File: src/rtl/piso_serial_tx.sv
// piso_serial_tx: framed parallel-in/serial-out transmitter.
// A word accepted over LOAD/READY goes out on TXD as start bit (0), data
// LSB first, optional even parity, and stop bit (1). Each bit is held for
// CLKS_PER_BIT clocks. All outputs come straight from registers.
module piso_serial_tx #(
    parameter int DATA_W       = 8,
    parameter int CLKS_PER_BIT = 4,
    parameter int PARITY_EN    = 1
) (
    input  logic              CLK,
    input  logic              RSTN,
    input  logic [DATA_W-1:0] DIN,
    input  logic              LOAD,
    output logic              READY,
    output logic              TXD,
    output logic              BUSY,
    output logic              DONE
);

    localparam int DIV_W = (CLKS_PER_BIT > 1) ? $clog2(CLKS_PER_BIT) : 1;
    localparam int BIT_W = (DATA_W > 1) ? $clog2(DATA_W) : 1;

    localparam logic [2:0] S_IDLE   = 3'd0;
    localparam logic [2:0] S_START  = 3'd1;
    localparam logic [2:0] S_DATA   = 3'd2;
    localparam logic [2:0] S_PARITY = 3'd3;
    localparam logic [2:0] S_STOP   = 3'd4;

    logic [2:0]        state_q, state_d;
    logic [DIV_W-1:0]  div_q, div_d;
    logic [BIT_W-1:0]  bit_q, bit_d;
    logic [DATA_W-1:0] shift_q, shift_d;
    logic              par_q, par_d;
    logic              txd_q, txd_d;
    logic              ready_q, ready_d;
    logic              busy_q, busy_d;
    logic              done_q, done_d;

    // Last clock of the current serial bit; with one clock per bit this is
    // always true, so the divider never leaves zero.
    logic div_last;
    logic bit_last;
    assign div_last = (div_q == DIV_W'(CLKS_PER_BIT - 1));
    assign bit_last = (bit_q == BIT_W'(DATA_W - 1));

    // Next-state logic: TXD is computed one cycle ahead so it can be registered.
    always_comb begin
        state_d = state_q;
        div_d   = div_q;
        bit_d   = bit_q;
        shift_d = shift_q;
        par_d   = par_q;
        txd_d   = txd_q;
        ready_d = ready_q;
        busy_d  = busy_q;
        done_d  = 1'b0;
        case (state_q)
            S_IDLE: begin
                txd_d   = 1'b1;
                ready_d = 1'b1;
                busy_d  = 1'b0;
                div_d   = '0;
                // DIN is only looked at on an accepting edge, so an unknown
                // bus while idle never reaches the shift register or TXD.
                if (LOAD) begin
                    shift_d = DIN;
                    par_d   = ^DIN;
                    state_d = S_START;
                    txd_d   = 1'b0;
                    ready_d = 1'b0;
                    busy_d  = 1'b1;
                end
            end
            S_START: begin
                if (div_last) begin
                    div_d   = '0;
                    bit_d   = '0;
                    state_d = S_DATA;
                    txd_d   = shift_q[0];
                end else begin
                    div_d = div_q + 1'b1;
                end
            end
            S_DATA: begin
                if (div_last) begin
                    div_d   = '0;
                    shift_d = shift_q >> 1;
                    bit_d   = bit_q + 1'b1;
                    if (bit_last) begin
                        if (PARITY_EN != 0) begin
                            state_d = S_PARITY;
                            txd_d   = par_q;
                        end else begin
                            state_d = S_STOP;
                            txd_d   = 1'b1;
                        end
                    end else begin
                        txd_d = shift_d[0];
                    end
                end else begin
                    div_d = div_q + 1'b1;
                end
            end
            S_PARITY: begin
                if (div_last) begin
                    div_d   = '0;
                    state_d = S_STOP;
                    txd_d   = 1'b1;
                end else begin
                    div_d = div_q + 1'b1;
                end
            end
            S_STOP: begin
                if (div_last) begin
                    // READY rises together with DONE so a new word can be
                    // accepted in the DONE cycle, leaving one idle-high cycle.
                    div_d   = '0;
                    state_d = S_IDLE;
                    txd_d   = 1'b1;
                    ready_d = 1'b1;
                    busy_d  = 1'b0;
                    done_d  = 1'b1;
                end else begin
                    div_d = div_q + 1'b1;
                end
            end
            default: begin
                state_d = S_IDLE;
                div_d   = '0;
                txd_d   = 1'b1;
                ready_d = 1'b1;
                busy_d  = 1'b0;
            end
        endcase
    end

    // State registers with synchronous active-low reset; reset aborts any frame.
    always_ff @(posedge CLK) begin
        if (!RSTN) begin
            state_q <= S_IDLE;
            div_q   <= '0;
            bit_q   <= '0;
            shift_q <= '0;
            par_q   <= 1'b0;
            txd_q   <= 1'b1;
            ready_q <= 1'b1;
            busy_q  <= 1'b0;
            done_q  <= 1'b0;
        end else begin
            state_q <= state_d;
            div_q   <= div_d;
            bit_q   <= bit_d;
            shift_q <= shift_d;
            par_q   <= par_d;
            txd_q   <= txd_d;
            ready_q <= ready_d;
            busy_q  <= busy_d;
            done_q  <= done_d;
        end
    end

    assign READY = ready_q;
    assign TXD   = txd_q;
    assign BUSY  = busy_q;
    assign DONE  = done_q;

endmodule

File: config.mk
export PLATFORM = sky130hd
export DESIGN_NAME = piso_serial_tx
export DESIGN_NICKNAME = d
export VERILOG_FILES = /design/src/rtl/piso_serial_tx.sv
export SDC_FILE = /design/constraint.sdc
export NUM_CORES = 1
export LEC_CHECK = 0
export BUFFER_PORTS_ARGS = -buffer_cell sky130_fd_sc_hd__buf_4
export CELL_PAD_IN_SITES_DETAIL_PLACEMENT = 0
export CELL_PAD_IN_SITES_GLOBAL_PLACEMENT = 1
export CORE_MARGIN = 1.5
export CORE_UTILIZATION = 42
export CTS_CLUSTER_DIAMETER = 50
export DETAILED_ROUTE_END_ITERATION = 7
export GPL_ROUTABILITY_DRIVEN = 0
export PLACE_DENSITY = 0.81
export SETUP_SLACK_MARGIN = 0.3
export SYNTH_ARGS = -nofsm -noshare
export SYNTH_HDL_FRONTEND = slang
export SYNTH_SLANG_ARGS = --single-unit
File: constraint.sdc
create_clock -name CLK -period 2 [get_ports CLK]
set_input_delay 0.3 -clock CLK [delete_from_list [all_inputs] [get_ports CLK]]
set_output_delay 0.3 -clock CLK [all_outputs]
set_load 0.01 [all_outputs]
==> results of run 1 <==
flip-flops by register name (all words and copies together), names as in the netlist:
signal and flops:
BUSY 1, state_q 3, DONE 1, bit_q 3, READY 1, TXD 1
shift_q 8, div_q 2, par_q 1
cell type report:
cell class	instances	area, um^2	share of cell area
Timing Repair Buffer	17	128	0.0994
Tap cell	30	37.5	0.0292
Inverter	3	11.3	0.00877
Clock buffer	4	26.3	0.0205
Sequential cell	21	420	0.327
Multi-Input combinational cell	95	661	0.515
layout by cell type, fill, tap and decap left out, types with 5 or more instances in the layout:
cell	n
nand2_1	14
o211a_1	7
buf_4	17
o21ai_0	12
nand3b_1	11
xnor2_1	8
nor2_1	5
dfxtp_1	21
final timing paths:
check        startpoint          to  cells past startpoint
max            bit_q[0]         TXD                      6
max reg2reg    bit_q[0]         TXD                      6
min              DIN[7]  shift_q[7]                      3
min reg2reg    div_q[0]    div_q[0]                      1
power by group through the flow:
stage	Sequential (mW)	Clock, mW	Combinational [mW]
2_1_floorplan	0.462	0	0.0949
3_3_place_gp	0.467	0	0.126
3_5_place_dp	0.468	0	0.129
4_1_cts	0.459	0.213	0.129
5_1_grt	0.462	0.228	0.142
6_report	0.459	0.203	0.127
layer usage:
metal	track usage	wire (um)	vias to the layer above
met5	0	0	-
met4	0.0279	12	0
met3	0.0492	84	2
met2	0.274	1130	20
met1	0.198	1060	434
li1	-	-	470
critical path, delay by kind of cell, from the launching register on:
kind                       cells  cell delay [ns]
DFF                            1             0.39
muxes                          1             0.34
adders and majority gates      2             0.36
AOI/OAI and AO/OA              1             0.19
and+or+nand+nor                2             0.16
kinds of logic after synthesis:
group | count (synthesis)
and+or+nand+nor | 49
adders and majority gates | 3
buffers and inverters | 12
xor gates and xnor gates | 9
muxes | 1
AOI/OAI and AO/OA | 33
DFF | 21
per-stage QoR:
stage,power [mW],cells
floorplan,0.557,128
global placement,0.593,166
detailed placement,0.596,166
CTS,0.801,170
global route,0.832,170
finish,0.788,170
==> results.yml, run 1 <==
yosys:
  ys_top_cells_by_count: "dfxtp_1 (21), nand2_1 (14), o21ai_0 (12)"
  yosysMostFrequentCell: "dfxtp_1"
  ys.flop_type: "dfxtp_1"
  syn_nets: 142
  yosysSeqAreaShare: 0.364
  ys_seq_elements: 21
  synth_adder_area_share: 0.0325
  syn_inst: 128
  synth_simple_gate_area_frac: 0.255
  synthMuxAreaShare: 0.00975
  synth.distinct_cells: 34
  synth-xor-area-share: 0.0683
  synth.area.top_cells: "dfxtp_1 (36%), nand3b_1 (7.2%), o211a_1 (6.1%)"
  avgSynthCellArea_um2: 9.02
  syn-cell-area_mm2: 0.00115
  ys.warnings.count: 0
  synth_enable_flop_cells: 0
  synth_top_family_by_area: "simple AND/OR/NAND/NOR gates"
  synth_top_area_frac: 0.364
  async_flop_share: 0
  synth_compound_area_frac: 0.207
  yosysTopAreaCell: "dfxtp_1"
drt:
  vias_per_cell: 5.45
  first_pass_iters: 4
  drtAntennaViolNets: 0
  wl_per_cell_um: 13.5
  drc: 0
  num_vias: 926
  drt_wl_total_um: 2290
  drt_iter0_markers: 8
status:
  status: "finished, final reports clean"
pwr:
  p_clk_frac: 0.258
  intPower_mw: 0.587
  p_switching_mw: 0.201
  switching_share: 0.255
  ir_drop_uv: 525
  p_leak_nw: 0.567
  combPwrFrac: 0.161
  powerDensity_mw_per_mm2: 614
  pwr-share-seq: 0.582
die:
  fp.coreArea_mm2: 0.00254
  dieWidth_um: 55.4
  dieArea_mm2: 0.00307
  start_util: 0.454
  row_count: 18
  ioPinCount: 15
  die_height_um: 55.4
flow_run:
  maxCapViolCount: 0
cts:
  h-tree-depth: 1
  cts_tree: "yes"
  clk_latency_ns: 0.30
  cts_setup_buffers: 0
  cts_sinks: 21
  cts_hold_buf: 0
  cts_buffers: 3
  cts-root-buf: "clkbuf_4"
  post_cts_resized: 0
  path_clk_slew_ns: 0.11
  cts_buffer_depth: 2
timing:
  final-setup-viol-count: 0
  slew_headroom: 0.644
  rsz0062_at_grt: "no"
  clock_skew_ns: 0.00267
  fmax_ghz: 0.648
  period_minus_slack_ns: 1.54
  fin_ws_ns: 0.458
  hold_viol_final: 0
  drv_slew: 0
  fin_crit_sh: 0.771
  hold-worst-slack_ns: 0.246
  tightestPinTransition_ns: 0.533
  tns_ns: 0
worst_setup_path:
  slowest_stage: "dfxtp_1"
  critPathKind: "reg2reg"
  crit_path_max_incr_delay_ns: 0.39
  worst_path_most_repeated_cell: "ha_1"
  crit_chain: "ha_1, ha_1, mux2_2, nand3_1, nand3b_1, o22a_1"
  endpoint_kind: "register"
  cp.arrival_ns: 1.75
  cp_max_fo: 4
  cp-start-kind: "register"
  ff2ff_setup_slack_ns: 0.46
  crit_required_ns: 2.21
cells_and_area:
  layout.nets: 155
  fillers: 258
  diodes: 0
  area.growth.synth_to_final_pct: 11.2
  finish.utilization: 0.504
  fin_area_mm2: 0.00128
  layout-drive-gt1-share: 0.207
global_route:
  overflow: 0
  grt_use_total: 0.160
  antenna_found_initial: 0
  grt_pass1_vias: 899
  grt_max_degree: 20
  grt_first_pass_wirelength_um: 3950
placed_design:
  pre_cts_ws_ns: 0.471
  dpl_cell_area_mm2: 0.00126
  numPortBuffers: 14
  hpwl_um: 1620
hold_path:
  min_path_type: "in2reg"
(Power assumes the default switching activity.)
==> inputs of run 2 (changes only) <==
==> constraint.sdc (replaced) <==
create_clock -name CLK -period 1.5 [get_ports CLK]
set_input_delay 0.225 -clock CLK [delete_from_list [all_inputs] [get_ports CLK]]
set_output_delay 0.225 -clock CLK [all_outputs]
set_load 0.01 [all_outputs]
==> results.yml, run 2 (synthesis results as in run 1) <==
status:
  status: "finished, final reports clean"
placed_design:
  dpl_cell_area_mm2: 0.00135
  hpwl_um: 1850
  numPortBuffers: 14
  pre_cts_ws_ns: 0.113
  post-place-cells: 175
cts:
  cts_sinks: 21
  clk_latency_ns: 0.30
  path_clk_slew_ns: 0.12
  cts_buffers: 3
  cts_buffer_depth: 2
  cts-root-buf: "clkbuf_4"
  cts_tree: "yes"
  h-tree-depth: 1
die:
  dieWidth_um: 55.4
  fp.coreArea_mm2: 0.00254
  die_height_um: 55.4
  ioPinCount: 15
  dieArea_mm2: 0.00307
  row_count: 18
  start_util: 0.454
drt:
  drtAntennaViolNets: 0
  wl_per_cell_um: 14.0
  vias_per_cell: 5.33
  first_pass_iters: 4
  drt_wl_total_um: 2540
  drt_iter0_markers: 9
  num_vias: 970
  drc: 0
flow_run:
  maxCapViolCount: 0
timing:
  hold-worst-slack_ns: 0.163
  tightestPinTransition_ns: 0.232
  period_minus_slack_ns: 1.38
  slew_headroom: 0.844
  fin_ws_ns: 0.123
  drv_slew: 0
  hold_viol_final: 0
  rsz0062_at_grt: "yes"
  clock_skew_ns: 0.000614
  final-setup-viol-count: 0
  tns_ns: 0
  fin_crit_sh: 0.918
  fmax_ghz: 0.726
pwr:
  intPower_mw: 0.795
  p_switching_mw: 0.290
  pwr-share-seq: 0.562
  ir_drop_uv: 542
  p_clk_frac: 0.258
  powerDensity_mw_per_mm2: 746
  finalPower_mw: 1.09
  p_leak_nw: 0.633
  combPwrFrac: 0.181
  switching_share: 0.267
worst_setup_path:
  cp_max_fo: 2
  crit_required_ns: 1.71
  ff2ff_setup_slack_ns: 0.12
  endpoint_kind: "register"
  critPathKind: "reg2reg"
  cp-start-kind: "register"
  endpoint: "TXD"
  reg2reg_to: "TXD"
  r2r_start: "bit_q[0]"
  startpoint: "bit_q[0]"
  reg2regPathDepth: 6
  cp.arrival_ns: 1.59
global_route:
  grt_pass1_vias: 967
  grt_first_pass_wirelength_um: 4340
  antenna_found_initial: 0
  grt_max_degree: 19
  overflow: 0
  grt_use_total: 0.174
cells_and_area:
  area.growth.synth_to_final_pct: 26.0
  diodes: 0
  layout_common_cells: "buf_4 (27), dfxtp_1 (15), nand2_1 (14), nand3b_1 (11), o21ai_0 (11)"
  seq_area_um2: 430
  fin_cells: 182
  final_common_cell: "buf_4"
  layout-drive-gt1-share: 0.355
  multi_input_area_um2: 723
  finish.utilization: 0.572
  layout.nets: 167
  regMostFlops: "shift_q"
  reg_top3: "shift_q (8), bit_q (3), state_q (3)"
  fillers: 242
  fin_area_mm2: 0.00146
  largest_register_ffs: 8
hold_path:
  min_path_type: "in2reg"
run 2: cell count changes in the layout (fill, tap and decap cells not counted), moves of 2 or more:
cell,before,now
buf_4,17,27
dfxtp_1,21,15
dfxtp_2,0,5
ha_1,3,0
ha_4,0,3
buf_6,0,2
run 2: power groups by stage:
stage	sequential (mW)	combinational (mW)	clock [mW]
3_3_place_gp	0.621	0.184	0
3_5_place_dp	0.622	0.189	0
2_1_floorplan	0.617	0.127	0
5_1_grt	0.615	0.215	0.314
6_report	0.610	0.196	0.280
4_1_cts	0.610	0.196	0.291
run 2: area by class of cell:
type	instances	area share
multi-input cells	95	0.497
flip-flops and latches	21	0.296
repair buffers	29	0.155
well taps	30	0.0258
clock buffers	3	0.0155
inverters	3	0.00774
clock inverters	1	0.00344
run 2: critical path, cell delays in order, from the launching register on:
cell and delay, ns:
dfxtp_4 0.38, ha_4 0.13, ha_4 0.12, mux2_2 0.32, nand3_1 0.08, nand3b_1 0.07, o22a_1 0.19
run 2: how the worst min path moves through the flow:
stage / startpoint / endpoint / slack (ns) / cells past startpoint
floorplan: DIN[7] / shift_q[7] / 0.36 / 2
global placement: div_q[0] / div_q[0] / 0.41 / 1
detailed placement: div_q[0] / div_q[0] / 0.41 / 1
CTS: DIN[7] / shift_q[7] / 0.15 / 3
global route: DIN[7] / shift_q[7] / 0.17 / 3
finish: DIN[7] / shift_q[7] / 0.16 / 3
run 2: timing repair:
action | CTS | global route
setup endpoints to repair | 18 | 17
resized for setup | 15 | 1
setup buffers | 1 | 2
pin swaps | 3 | 0
hold buffers | 0 | 0
run 2: routing by layer:
metal / wire length, um / part of all wire / up-vias / GRT usage
met2: 1250 / 0.49 / 12 / 0.287
li1: - / - / 497 / -
met1: 1230 / 0.48 / 459 / 0.238
met4: 16 / 0.0063 / 0 / 0.0523
met3: 53 / 0.021 / 2 / 0.0211
met5: 0 / 0 / - / 0
